<file path="config.mk">
export PLATFORM = sky130hd
export DESIGN_NAME = uart_rx
export DESIGN_NICKNAME = d
export VERILOG_FILES = /design/src/rtl/uart_pkg.sv /design/src/rtl/sync_2ff.sv /design/src/rtl/uart_rx.sv
export SDC_FILE = /design/constraint.sdc
export NUM_CORES = 1
export LEC_CHECK = 0
export ABC_AREA = 1
export CAP_MARGIN = 15
export CORE_MARGIN = 5
export CORE_UTILIZATION = 50
export CTS_CLUSTER_DIAMETER = 150
export CTS_CLUSTER_SIZE = 28
export DETAILED_ROUTE_END_ITERATION = 7
export HOLD_SLACK_MARGIN = 0.12
export PLACE_DENSITY = 0.72
export SETUP_SLACK_MARGIN = 0.15
export SYNTH_ARGS = -nofsm -noshare
export SYNTH_HDL_FRONTEND = slang
export SYNTH_SLANG_ARGS = --single-unit
</file>
<file path="constraint.sdc">
create_clock -name clk -period 1.2 [get_ports clk]
set_input_delay 0.3 -clock clk [delete_from_list [all_inputs] [get_ports clk]]
set_output_delay 0.3 -clock clk [all_outputs]
set_load 0.05 [all_outputs]
</file>
<file path="src/rtl/uart_pkg.sv">
// Shared UART definitions used by both the transmitter and the receiver.
//   UART_DATA_BITS : payload bits per frame (8N1 framing)
//   clks_per_bit() : integer number of system clocks per serial bit
package uart_pkg;

  localparam int unsigned UART_DATA_BITS = 8;

  function automatic int unsigned clks_per_bit(input int unsigned clk_hz,
                                               input int unsigned baud);
    return clk_hz / baud;
  endfunction

endpackage

</file>
<file path="src/rtl/sync_2ff.sv">
// Two-flop synchronizer for a single asynchronous input.
//   clk   : destination clock
//   rst_n : synchronous active-low reset, both flops load RESET_VAL
//   d     : asynchronous input
//   q     : synchronized output (two clocks of latency)
module sync_2ff #(
  parameter logic RESET_VAL = 1'b1
) (
  input  logic clk,
  input  logic rst_n,
  input  logic d,
  output logic q
);

  logic meta_q, meta_d;
  logic sync_q, sync_d;

  always_comb begin
    meta_d = d;
    sync_d = meta_q;
  end

  always_ff @(posedge clk) begin
    if (!rst_n) begin
      meta_q <= RESET_VAL;
      sync_q <= RESET_VAL;
    end else begin
      meta_q <= meta_d;
      sync_q <= sync_d;
    end
  end

  assign q = sync_q;

endmodule

</file>
<file path="src/rtl/uart_rx.sv">
// 8N1 asynchronous serial receiver, LSB first, mid-bit sampling.
//   clk       : system clock, rising edge
//   rst_n     : synchronous active-low reset
//   rx        : raw serial line (idle high), asynchronous to clk
//   data      : last correctly framed byte, held until the next valid
//   valid     : one-cycle strobe when data updates
//   frame_err : one-cycle strobe when the stop bit is sampled low
//   busy      : high while a frame is in progress
module uart_rx
  import uart_pkg::*;
#(
  parameter int unsigned CLK_HZ = 50_000_000,
  parameter int unsigned BAUD   = 115200
) (
  input  logic                      clk,
  input  logic                      rst_n,
  input  logic                      rx,
  output logic [UART_DATA_BITS-1:0] data,
  output logic                      valid,
  output logic                      frame_err,
  output logic                      busy
);

  localparam int unsigned CLKS_PER_BIT = clks_per_bit(CLK_HZ, BAUD);
  localparam int unsigned HALF_BIT     = CLKS_PER_BIT / 2;
  localparam int unsigned CNT_W        = (CLKS_PER_BIT > 1) ? $clog2(CLKS_PER_BIT) : 1;

  localparam logic [CNT_W-1:0] CNT_HALF_LAST = CNT_W'(HALF_BIT - 1);
  localparam logic [CNT_W-1:0] CNT_BIT_LAST  = CNT_W'(CLKS_PER_BIT - 1);
  localparam logic [2:0]       IDX_LAST      = 3'(UART_DATA_BITS - 1);

  typedef enum logic [2:0] {
    ST_IDLE  = 3'd0,
    ST_START = 3'd1,
    ST_DATA  = 3'd2,
    ST_STOP  = 3'd3,
    ST_BREAK = 3'd4
  } state_e;

  logic rx_s;

  sync_2ff #(.RESET_VAL(1'b1)) u_sync (
    .clk   (clk),
    .rst_n (rst_n),
    .d     (rx),
    .q     (rx_s)
  );

  state_e                    state_q, state_d;
  logic [CNT_W-1:0]          clk_cnt_q, clk_cnt_d;
  logic [2:0]                bit_idx_q, bit_idx_d;
  logic [UART_DATA_BITS-1:0] sh_q, sh_d;
  logic [UART_DATA_BITS-1:0] data_q, data_d;
  logic                      valid_q, valid_d;
  logic                      frame_err_q, frame_err_d;

  always_comb begin
    state_d     = state_q;
    clk_cnt_d   = clk_cnt_q;
    bit_idx_d   = bit_idx_q;
    sh_d        = sh_q;
    data_d      = data_q;
    valid_d     = 1'b0;
    frame_err_d = 1'b0;

    unique case (state_q)
      ST_IDLE: begin
        clk_cnt_d = '0;
        bit_idx_d = '0;
        if (!rx_s) state_d = ST_START;
      end

      ST_START: begin
        if (clk_cnt_q == CNT_HALF_LAST) begin
          clk_cnt_d = '0;
          // A start bit that is no longer low at its centre is a glitch.
          state_d   = rx_s ? ST_IDLE : ST_DATA;
        end else begin
          clk_cnt_d = clk_cnt_q + 1'b1;
        end
      end

      ST_DATA: begin
        if (clk_cnt_q == CNT_BIT_LAST) begin
          clk_cnt_d       = '0;
          sh_d[bit_idx_q] = rx_s;
          if (bit_idx_q == IDX_LAST) begin
            bit_idx_d = '0;
            state_d   = ST_STOP;
          end else begin
            bit_idx_d = bit_idx_q + 3'd1;
          end
        end else begin
          clk_cnt_d = clk_cnt_q + 1'b1;
        end
      end

      ST_STOP: begin
        if (clk_cnt_q == CNT_BIT_LAST) begin
          clk_cnt_d = '0;
          // Leaving at the stop-bit centre leaves half a bit of margin to
          // catch a back-to-back start edge.
          if (rx_s) begin
            data_d  = sh_q;
            valid_d = 1'b1;
            state_d = ST_IDLE;
          end else begin
            frame_err_d = 1'b1;
            state_d     = ST_BREAK;
          end
        end else begin
          clk_cnt_d = clk_cnt_q + 1'b1;
        end
      end

      ST_BREAK: begin
        clk_cnt_d = '0;
        if (rx_s) state_d = ST_IDLE;
      end

      default: state_d = ST_IDLE;
    endcase
  end

  always_ff @(posedge clk) begin
    if (!rst_n) begin
      state_q     <= ST_IDLE;
      clk_cnt_q   <= '0;
      bit_idx_q   <= '0;
      sh_q        <= '0;
      data_q      <= '0;
      valid_q     <= 1'b0;
      frame_err_q <= 1'b0;
    end else begin
      state_q     <= state_d;
      clk_cnt_q   <= clk_cnt_d;
      bit_idx_q   <= bit_idx_d;
      sh_q        <= sh_d;
      data_q      <= data_d;
      valid_q     <= valid_d;
      frame_err_q <= frame_err_d;
    end
  end

  assign data      = data_q;
  assign valid     = valid_q;
  assign frame_err = frame_err_q;
  assign busy      = (state_q != ST_IDLE);

endmodule

</file>
==> out/qor.yml, run 1 <==
status:
  run_status: "finished, violations left"
  violations: "setup timing"
synth:
  synth_area_um2: 1698
  post_synth.cell_area_avg_um2: 6.846
  post_synth_edffs: 0
  most_frequently_used_flop_master_after_synthesis: "sky130_fd_sc_hd__dfxtp_1"
  synth_top_area_share_pct: 41.27
  synth-seq-cells: 35
  synth-async-reset-ratio_pct: 0
  cell_types_occupying_the_most_area_after_synthesis: "sky130_fd_sc_hd__dfxtp_1, sky130_fd_sc_hd__nand2_1, sky130_fd_sc_hd__nor2_1, sky130_fd_sc_hd__inv_1, sky130_fd_sc_hd__a21oi_1"
  synth_largest_area_cell: "sky130_fd_sc_hd__dfxtp_1"
  netlist-cell-type-count: 22
  yosysWarningCount: 0
  syn-num-nets: 256
  synth.yosys.seq_area_share_pct: 41.27
  syn-instance-count: 248
timing:
  hold_slack_ps: 435.3
  clock_skew_ps: 13.85
  worstMarginPinSlew_ps: 265.7
  finalCritPeriodShare_pct: 116.2
  grt_setup_unrepaired: "true"
  max_slew_violation_total_from_the_final_report: 0
  slew-limit-headroom_pct: 82.19
  fin_crit_ps: 1394
  final_hold_viol_count: 0
  fin_ws_ps: -194.1
  setup_viol_count_final: 32
  clock.fmax_mhz: 717.3
  setup_total_negative_slack_ps: -4109
power:
  switching_share_pct: 39.57
  intPower_uw: 2509
  power_share_of_the_combinational_group_pct: 47.6
  peakVddDrop_uv: 1385
  power_frac_clock_pct: 18.7
  power.sequential.fraction_pct: 33.7
  power.static_leakage_uw: 0.001166
  cellPowerDensity_nw_per_um2: 1525
  switchingPower_uw: 1643
route:
  drt-pass1-iter-count: 5
  drtIter0Drc: 115
  wl_mm: 4.745
  routed_via_density: 5.056
  wl_met3_um: 238
  route.top_layer_used: "met4"
  routed-wl-met2_mm: 2.249
  drt.antenna.violating_nets: 0
  route.layer.met1.wl_mm: 2.065
  drc: 0
  post_drt_wl_per_cell_um: 13.40
  num_vias: 1790
worst_setup_path:
  timing.reg2reg.worst_path_depth: 10
  crit_path_arrival_time_ps: 1090
  critical_path.max_stage_delay_ps: 380
  worst_setup_path_start_kind: "register"
  worst_r2r_startpoint: "clk_cnt_q[1]$_SDFFE_PN0P_"
  crit_family: "flip-flops"
  critical_path_cell_sequence: "nor2_4 > nand2_4 > buf_12"
  path_max_fanout: 3
  cpMaxStageDelayCell: "sky130_fd_sc_hd__dfxtp_4"
  reg2reg_slack_ps: -180
  critical_path_required_ps: 900
  worstSetupPathType: "reg -> out"
  startpoint: "state_q[0]$_SDFFE_PN0P_"
  worst_r2r_endpoint: "sh_q[4]$_SDFFE_PN0P_"
  critical_path_buf_inv_count: 1
  worst_setup_path_end_kind: "output pin"
clocking:
  cts_htree_levels: 2
  cts_hold_buffers: 0
  cts-buffers-inserted: 5
  tritoncts: "done"
  worst_setup_hold_path_clk_slew_ps: 120
  cts_buffer_depth: 2
  cts.sinks: 35
  worst_skew_pair.late_latency_ps: 360
  ctsRootBufferMaster: "sky130_fd_sc_hd__clkbuf_4"
grt:
  grt_start_max_net_pins: 17
  first_global_vias: 1594
  wire_length_of_the_first_global_routing_pass_mm: 6.982
  globalRouteTotalUtil_pct: 20.19
  antenna_found_initial: 0
  grt_overflow_total: 0
finish:
  post_route_cells_drive_above_1_share_pct: 45.45
  num_antenna_cells: 0
  nets: 315
  area_growth_pct: 60.35
min_path:
  min-delay-start: "u_sync.meta_q$_SDFF_PN1_"
  hold-path-endpoint: "u_sync.q$_SDFF_PN1_"
  min_path_type: "reg -> reg"
  hold-path-cell-count: 1
die:
  design.portCount: 14
  core-area_um2: 3311
  initial_core_utilization_pct: 51.28
  die_w_um: 68.28
  die_area_um2: 4661
  die_height_um: 68.28
  standard_cell_rows: 21
flow_run:
  cap_viol_max_count: 0
place:
  finalWeightedCongestion: 0.8615
  numPortBuffers: 13
  post-dp-hpwl_mm: 2.900
## how the worst max path moves through the flow
stage	to	slack, ps	cells after the start
final	busy	-190	3
after global routing	clk_cnt_q[8]$_SDFFE_PN0P_	-310	7
after CTS	busy	-150	3
after detailed placement	frame_err$_SDFF_PN0_	-200	4
after global placement	frame_err$_SDFF_PN0_	-230	4
after floorplan	sh_q[1]$_SDFFE_PN0P_	-70	10
## what timing repair did
item                                   CTS  global route
endpoints found under the hold margin    0             0
setup endpoints to repair               43            44
pin swaps                                7            10
buffers inserted                         6             5
gates resized for setup                 41            29
cloned                                   1             2
## layout by cell type (no fill, tap or decap)
master / n
sky130_fd_sc_hd__a21oi_1: 9
sky130_fd_sc_hd__o21ai_0: 1
sky130_fd_sc_hd__clkbuf_1: 2
sky130_fd_sc_hd__nand3b_1: 1
sky130_fd_sc_hd__o21ai_2: 8
sky130_fd_sc_hd__dfxtp_2: 11
sky130_fd_sc_hd__ha_4: 5
sky130_fd_sc_hd__a21oi_2: 10
sky130_fd_sc_hd__nor3_2: 1
sky130_fd_sc_hd__xnor2_1: 1
sky130_fd_sc_hd__buf_12: 13
sky130_fd_sc_hd__nand2_1: 56
sky130_fd_sc_hd__nand2_2: 8
sky130_fd_sc_hd__nand3_2: 9
sky130_fd_sc_hd__nor2_2: 1
sky130_fd_sc_hd__buf_4: 38
sky130_fd_sc_hd__nand3_1: 9
sky130_fd_sc_hd__inv_2: 4
sky130_fd_sc_hd__inv_1: 27
sky130_fd_sc_hd__nand2_4: 5
sky130_fd_sc_hd__nand4_1: 3
sky130_fd_sc_hd__nor3_1: 1
sky130_fd_sc_hd__nor3_4: 1
sky130_fd_sc_hd__dfxtp_4: 6
sky130_fd_sc_hd__or2_2: 2
sky130_fd_sc_hd__nor2_1: 34
sky130_fd_sc_hd__clkdlybuf4s50_1: 2
sky130_fd_sc_hd__buf_6: 2
sky130_fd_sc_hd__nor2_4: 8
sky130_fd_sc_hd__clkbuf_4: 5
sky130_fd_sc_hd__xor2_1: 1
sky130_fd_sc_hd__clkbuf_16: 2
sky130_fd_sc_hd__o21ai_1: 3
sky130_fd_sc_hd__nand3_4: 1
sky130_fd_sc_hd__dfxtp_1: 18
## final cells by class
| type | instances | area (um2) |
|---|---|---|
| Sequential cell | 35 | 737.0 |
| Clock buffer | 8 | 70.07 |
| Tap cell | 46 | 57.56 |
| Inverter | 31 | 116.4 |
| Multi-Input combinational cell | 178 | 1129 |
| Timing Repair Buffer | 56 | 613.1 |
| Fill cell | 205 | 588.1 |
## through the flow
stage | total power, uW | instance area, um2 | worst slack, ps | utilization [%] | instances
floorplan | 2262 | 1800 | -66.25 | - | 248
global placement | 2777 | 2315 | -233.5 | 69.92 | 332
detailed placement | 2801 | 2315 | -200.4 | 69.92 | 332
CTS | 3879 | 2540 | -154.0 | 76.72 | 347
global route | 4415 | 2723 | -313.2 | 82.24 | 354
finish | 4152 | 2723 | -194.1 | 82.24 | 354
## synthesized netlist by cell type, types with 5 or more instances
master	instances
sky130_fd_sc_hd__dfxtp_1	35
sky130_fd_sc_hd__o21ai_0	12
sky130_fd_sc_hd__inv_1	28
sky130_fd_sc_hd__nand2_1	64
sky130_fd_sc_hd__ha_1	5
sky130_fd_sc_hd__nand3_1	19
sky130_fd_sc_hd__nor2_1	37
sky130_fd_sc_hd__a21oi_1	19
## flip-flops by register name, indices dropped and copies added (netlist names)
| register | count |
|---|---|
| u_sync.q | 1 |
| data | 8 |
| valid | 1 |
| sh_q | 8 |
| state_q | 3 |
| clk_cnt_q | 9 |
| bit_idx_q | 3 |
| frame_err | 1 |
| u_sync.meta_q | 1 |
## power groups by stage
stage / clock network [uW] / logic [uW] / registers [uW]
after floorplan: 0 / 877 / 1380
after global placement: 0 / 1400 / 1380
after detailed placement: 0 / 1420 / 1380
after CTS: 764 / 1740 / 1370
after global routing: 853 / 2150 / 1410
final: 776 / 1980 / 1400
## logic make-up after synthesis
logic type / synth area share, %
simple gates: 35.59
compound gates: 9.138
flops: 41.27
xor+xnor: 1.032
buf+inv: 9.285
fa+ha+maj: 3.685
## routing by layer
metal | GRT usage (%) | vias up
li1 | - | 900
met1 | 25.03 | 823
met2 | 31.89 | 46
met3 | 5.090 | 21
met4 | 10.92 | 0
met5 | 0 | -
Note: power is estimated with default switching activity, not from simulation.
==> run 2, diff against run 1 <==
--- a/config.mk
+++ b/config.mk
@@ -13,7 +13,7 @@
 export CTS_CLUSTER_SIZE = 28
 export DETAILED_ROUTE_END_ITERATION = 7
 export HOLD_SLACK_MARGIN = 0.12
-export PLACE_DENSITY = 0.72
+export PLACE_DENSITY = 0.78
 export SETUP_SLACK_MARGIN = 0.15
 export SYNTH_ARGS = -nofsm -noshare
 export SYNTH_HDL_FRONTEND = slang
==> run 2 against run 1 <==
  * The run still ends with setup timing left
  * Critical endpoint is now sh_q[2]$_SDFFE_PN0P_
  * Worst hold slack worse by 3.3 ps
  * Register-to-register slack got worse by 160 ps
  * Sequential cell count unchanged
  * Cell area grew 2.8%
  * Largest cell class unchanged
==> out/qor.yml, run 2 (same netlist as run 1, synthesis figures left out) <==
route:
  routed_via_density: 5.439
  drt-pass1-iter-count: 4
  drt.antenna.violating_nets: 0
  post_drt_wl_per_cell_um: 17.48
  drc: 0
  num_vias: 1920
  drtIter0Drc: 233
  wl_mm: 6.170
worst_setup_path:
  worst_setup_path_start_kind: "register"
  critical_path_required_ps: 1490
  path_max_fanout: 5
  worstSetupPathType: "reg -> reg"
  worst_r2r_startpoint: "clk_cnt_q[1]$_SDFFE_PN0P_"
  worst_setup_path_end_kind: "register"
  timing.reg2reg.worst_path_depth: 10
  crit_path_arrival_time_ps: 1830
  startpoint: "clk_cnt_q[1]$_SDFFE_PN0P_"
die:
  standard_cell_rows: 21
  design.portCount: 14
  core-area_um2: 3311
  die_area_um2: 4661
  initial_core_utilization_pct: 51.28
  die_height_um: 68.28
  die_w_um: 68.28
timing:
  hold_slack_ps: 432.1
  fin_crit_ps: 1539
  clock.fmax_mhz: 649.9
  setup_viol_count_final: 34
  fin_ws_ps: -338.8
  finalCritPeriodShare_pct: 128.2
  max_slew_violation_total_from_the_final_report: 0
  clock_skew_ps: 8.582
  slew-limit-headroom_pct: 76.37
  worstMarginPinSlew_ps: 350.8
  final_hold_viol_count: 0
  grt_setup_unrepaired: "true"
power:
  peakVddDrop_uv: 1873
  cellPowerDensity_nw_per_um2: 1648
  power.static_leakage_uw: 0.001191
finish:
  final_standard_cell_count_with_taps_included_and_fillers_excluded: 353
  layout_common_cells: "sky130_fd_sc_hd__nand2_1, sky130_fd_sc_hd__buf_4, sky130_fd_sc_hd__nor2_1, sky130_fd_sc_hd__inv_1, sky130_fd_sc_hd__dfxtp_1"
  num_antenna_cells: 0
  largest_register_ff_count: 9
  area_growth_pct: 64.85
  nets: 314
  most_common_cell_after_layout_fill_and_taps_aside: "sky130_fd_sc_hd__nand2_1"
  regMostFlops: "clk_cnt_q"
  post_route_cells_drive_above_1_share_pct: 51.47
status:
  violations: "setup timing"
  run_status: "finished, violations left"
place:
  post-dp-hpwl_mm: 2.956
  numPortBuffers: 13
  finalWeightedCongestion: 0.8463
  dp.cells: 331
  dp_worst_setup_slack_ps: -204.3
clocking:
  worst_setup_hold_path_clk_slew_ps: 110
  worst_skew_pair.late_latency_ps: 350
  cts-buffers-inserted: 5
  cts_htree_levels: 2
  cts_buffer_depth: 2
  cts.sinks: 35
  ctsRootBufferMaster: "sky130_fd_sc_hd__clkbuf_4"
  cts_hold_buffers: 0
  tritoncts: "done"
grt:
  globalRouteTotalUtil_pct: 25.04
  first_global_vias: 1800
  grt_start_max_net_pins: 23
  antenna_found_initial: 0
  grt_overflow_total: 0
  wire_length_of_the_first_global_routing_pass_mm: 8.418
min_path:
  min_path_type: "reg -> reg"
  hold-path-cell-count: 1
  min-delay-start: "u_sync.meta_q$_SDFF_PN1_"
flow_run:
  cap_viol_max_count: 0
## run 2: what timing repair did
action / 4_1_cts / 5_1_grt
pin swaps: 15 / 15
buffers inserted: 5 / 7
setup endpoints to repair: 43 / 44
cloned: 2 / 0
resized for setup: 52 / 31
## run 2: cell type report
type / count / area (um2)
Clock buffer: 7 / 66.31
Clock inverter: 1 / 30.03
Fill cell: 182 / 511.7
Inverter: 31 / 116.4
Multi-Input combinational cell: 178 / 1186
Sequential cell: 35 / 730.7
Tap cell: 46 / 57.56
Timing Repair Buffer: 55 / 611.8
## run 2: per-layer routing
metal  routed length, um  track usage, %  vias to the layer above
met2                3044           44.40                       75
met1                2449           28.51                      913
met4                 327           12.16                        0
met5                   0               0                        -
li1                    -               -                      907
met3                 348           4.762                       25
## run 2: per-stage QoR
step | util [%] | area, um2 | TNS, ps | total power, uW
detailed placement | 70.07 | 2320 | -4878 | 2852
floorplan | - | 1800 | -684.7 | 2262
global route | 84.54 | 2799 | -9786 | 4854
finish | 84.54 | 2799 | -7758 | 4613
global placement | 70.07 | 2320 | -3424 | 2805
CTS | 79.48 | 2631 | -4167 | 4323
## run 2: worst paths after layout
check                              end  slack (ps)
setup / recovery  sh_q[2]$_SDFFE_PN0P_        -340
hold / removal     u_sync.q$_SDFF_PN1_         430
setup reg to reg  sh_q[2]$_SDFFE_PN0P_        -340
hold reg to reg    u_sync.q$_SDFF_PN1_         430
## run 2: power by group
| part | internal, uW | switching, uW | total (uW) |
|---|---|---|---|
| Clock | 566 | 410 | 977 |
| Combinational | 972 | 1260 | 2230 |
| Sequential | 1280 | 121 | 1400 |
| Total | 2820 | 1790 | 4610 |
## run 2: critical path: stages (launching register included)
cell	delay (ps)
sky130_fd_sc_hd__dfxtp_2	350
sky130_fd_sc_hd__inv_2	100
sky130_fd_sc_hd__ha_4	140
sky130_fd_sc_hd__nand2_2	70
sky130_fd_sc_hd__nor2_4	110
sky130_fd_sc_hd__nand2_4	110
sky130_fd_sc_hd__nor2_4	220
sky130_fd_sc_hd__nand3_2	130
sky130_fd_sc_hd__nand2_1	90
sky130_fd_sc_hd__nand2_1	60
sky130_fd_sc_hd__nor2_1	100
==> run 3, diff against run 2 <==
--- a/config.mk
+++ b/config.mk
@@ -7,13 +7,12 @@
 export LEC_CHECK = 0
 export ABC_AREA = 1
 export CAP_MARGIN = 15
-export CORE_MARGIN = 5
-export CORE_UTILIZATION = 50
+export CORE_UTILIZATION = 30
 export CTS_CLUSTER_DIAMETER = 150
 export CTS_CLUSTER_SIZE = 28
 export DETAILED_ROUTE_END_ITERATION = 7
 export HOLD_SLACK_MARGIN = 0.12
-export PLACE_DENSITY = 0.78
+export PLACE_DENSITY = 0.53
 export SETUP_SLACK_MARGIN = 0.15
 export SYNTH_ARGS = -nofsm -noshare
 export SYNTH_HDL_FRONTEND = slang
==> run 3 against run 2 <==
  * The run still ends with setup timing left
  * First-iteration DRC count is 54% lower
  * Via count down 12%
  * Worst hold slack got worse by 14 ps
  * Global-route usage fell by 9.9 points
  * Highest routed layer unchanged
==> out/qor.yml, run 3 (same netlist as run 1, synthesis figures left out) <==
grt:
  grt_start_max_net_pins: 23
  globalRouteTotalUtil_pct: 15.19
  first_global_vias: 1532
  wire_length_of_the_first_global_routing_pass_mm: 6.989
  grt_overflow_total: 0
  antenna_found_initial: 0
route:
  post_drt_wl_per_cell_um: 11.23
  wl_mm: 4.235
  drtIter0Drc: 107
  num_vias: 1687
  drt-pass1-iter-count: 4
  routed_via_density: 4.475
  drt.antenna.violating_nets: 0
  drc: 0
timing:
  fin_crit_ps: 1364
  grt_setup_unrepaired: "true"
  setup_total_negative_slack_ps: -3652
  finalCritPeriodShare_pct: 113.6
  final_hold_viol_count: 0
  fin_ws_ps: -163.6
  clock.fmax_mhz: 733.3
  max_slew_violation_total_from_the_final_report: 0
  clock_skew_ps: 3.728
  setup_viol_count_final: 32
  worstMarginPinSlew_ps: 268.5
  slew-limit-headroom_pct: 82.00
clocking:
  worst_setup_hold_path_clk_slew_ps: 70
  cts_hold_buffers: 0
  cts-buffers-inserted: 5
  ctsRootBufferMaster: "sky130_fd_sc_hd__clkbuf_8"
  tritoncts: "done"
  cts_buffer_depth: 2
  worst_skew_pair.late_latency_ps: 290
  cts_htree_levels: 2
  cts.sinks: 35
finish:
  most_common_cell_after_layout_fill_and_taps_aside: "sky130_fd_sc_hd__nand2_1"
  area_growth_pct: 65.07
  post_route_cells_drive_above_1_share_pct: 46.23
  largest_register_ff_count: 9
  num_antenna_cells: 0
  final_standard_cell_count_with_taps_included_and_fillers_excluded: 377
  nets: 312
  regMostFlops: "clk_cnt_q"
  layout_common_cells: "sky130_fd_sc_hd__nand2_1, sky130_fd_sc_hd__nor2_1, sky130_fd_sc_hd__buf_4, sky130_fd_sc_hd__inv_1, sky130_fd_sc_hd__dfxtp_1"
place:
  dp.cells: 359
  post-dp-hpwl_mm: 2.883
  finalWeightedCongestion: 0.7821
  numPortBuffers: 13
worst_setup_path:
  worst_setup_path_end_kind: "register"
  path_max_fanout: 6
  critical_path.max_stage_delay_ps: 330
  critical_path_required_ps: 1390
  critical_path_cell_sequence: "inv_2 > ha_4 > nand2_4 > nor2_4 > nand2_4 > buf_6 > nand2_8 > nand3_4 > nor2_1 > nor2_1"
  worst_setup_path_start_kind: "register"
  crit_path_arrival_time_ps: 1550
  cpMaxStageDelayCell: "sky130_fd_sc_hd__dfxtp_2"
  crit_family: "simple AND/OR/NAND/NOR gates"
  worstSetupPathType: "reg -> reg"
  critical_path_buf_inv_count: 2
die:
  die_height_um: 77.23
  initial_core_utilization_pct: 31.02
  design.portCount: 14
  die_w_um: 77.23
  standard_cell_rows: 27
  core-area_um2: 5473
  die_area_um2: 5964
min_path:
  min_path_type: "reg -> reg"
power:
  power_frac_clock_pct: 24.6
  switching_share_pct: 37.51
  cellPowerDensity_nw_per_um2: 1627
  power.static_leakage_uw: 0.001220
  peakVddDrop_uv: 1201
  intPower_uw: 2849
  power.sequential.fraction_pct: 30.6
  switchingPower_uw: 1710
  power_share_of_the_combinational_group_pct: 44.8
status:
  violations: "setup timing"
  run_status: "finished, violations left"
flow_run:
  cap_viol_max_count: 0
[run 3: cell types whose count changed in the layout (fill, tap and decap cells not counted), moves of 2 or more]
cell                       previous run  this run
sky130_fd_sc_hd__nor2_2               7         2
sky130_fd_sc_hd__nand3_1              4         8
sky130_fd_sc_hd__nand2_8              0         2
sky130_fd_sc_hd__nand2_2             10         7
sky130_fd_sc_hd__nor3_1               0         2
sky130_fd_sc_hd__o21ai_0              7         1
sky130_fd_sc_hd__clkbuf_4             5         0
sky130_fd_sc_hd__nor2_1              29        35
sky130_fd_sc_hd__dfxtp_2             15        13
sky130_fd_sc_hd__clkbuf_8             0         6
sky130_fd_sc_hd__nand3_2             14        10
sky130_fd_sc_hd__o21ai_1              2         9
[run 3: metrics by stage]
| stage | worst slack (ps) | hold WS [ps] | instance area, um2 | util, % | total power, uW |
|---|---|---|---|---|---|
| CTS | -177.3 | 421.0 | 2661 | 48.63 | 4405 |
| detailed placement | -228.3 | 399.3 | 2367 | 43.26 | 2854 |
| floorplan | -66.25 | 392.5 | 1800 | - | 2262 |
| global route | -273.5 | 441.2 | 2803 | 51.21 | 4851 |
| global placement | -174.1 | 395.8 | 2367 | 43.26 | 2820 |
| finish | -163.6 | 417.9 | 2803 | 51.21 | 4559 |
[run 3: cell type report]
type,count,area [um2]
Inverter,31,116.4
Fill cell,552,2670
Tap cell,72,90.09
Sequential cell,35,732.0
Clock buffer,6,82.58
Clock inverter,2,35.03
Timing Repair Buffer,53,591.8
Multi-Input combinational cell,178,1155
[run 3: power by group through the flow]
| stage | sequential (uW) | clock (uW) | combinational [uW] |
|---|---|---|---|
| finish | 1390 | 1120 | 2040 |
| global placement | 1380 | 0 | 1440 |
| global route | 1410 | 1210 | 2230 |
| floorplan | 1380 | 0 | 877 |
| CTS | 1390 | 1160 | 1850 |
| detailed placement | 1390 | 0 | 1470 |
[run 3: worst paths after layout]
path	depth (start not counted)	from	endpoint	slack, ps
min reg2reg	1	u_sync.meta_q$_SDFF_PN1_	u_sync.q$_SDFF_PN1_	420
max reg2reg	10	clk_cnt_q[1]$_SDFFE_PN0P_	state_q[1]$_SDFFE_PN0P_	-160
max	10	clk_cnt_q[1]$_SDFFE_PN0P_	state_q[1]$_SDFFE_PN0P_	-160
min	1	u_sync.meta_q$_SDFF_PN1_	u_sync.q$_SDFF_PN1_	420
[run 3: metal layers]
metal	share of wire, %	track usage, %	routed length (um)
met1	49	19.49	2089
met2	46	23.98	1947
met3	2.7	3.571	116
met4	1.9	6.792	82
met5	0	0	0
[run 3: timing repair]
item                       CTS  global route
gates cloned                 2             0
hold endpoints to repair     0             0
gates resized for setup     52            25
pin swaps                   13            12
setup endpoints to repair   43            44
buffers inserted             2             6
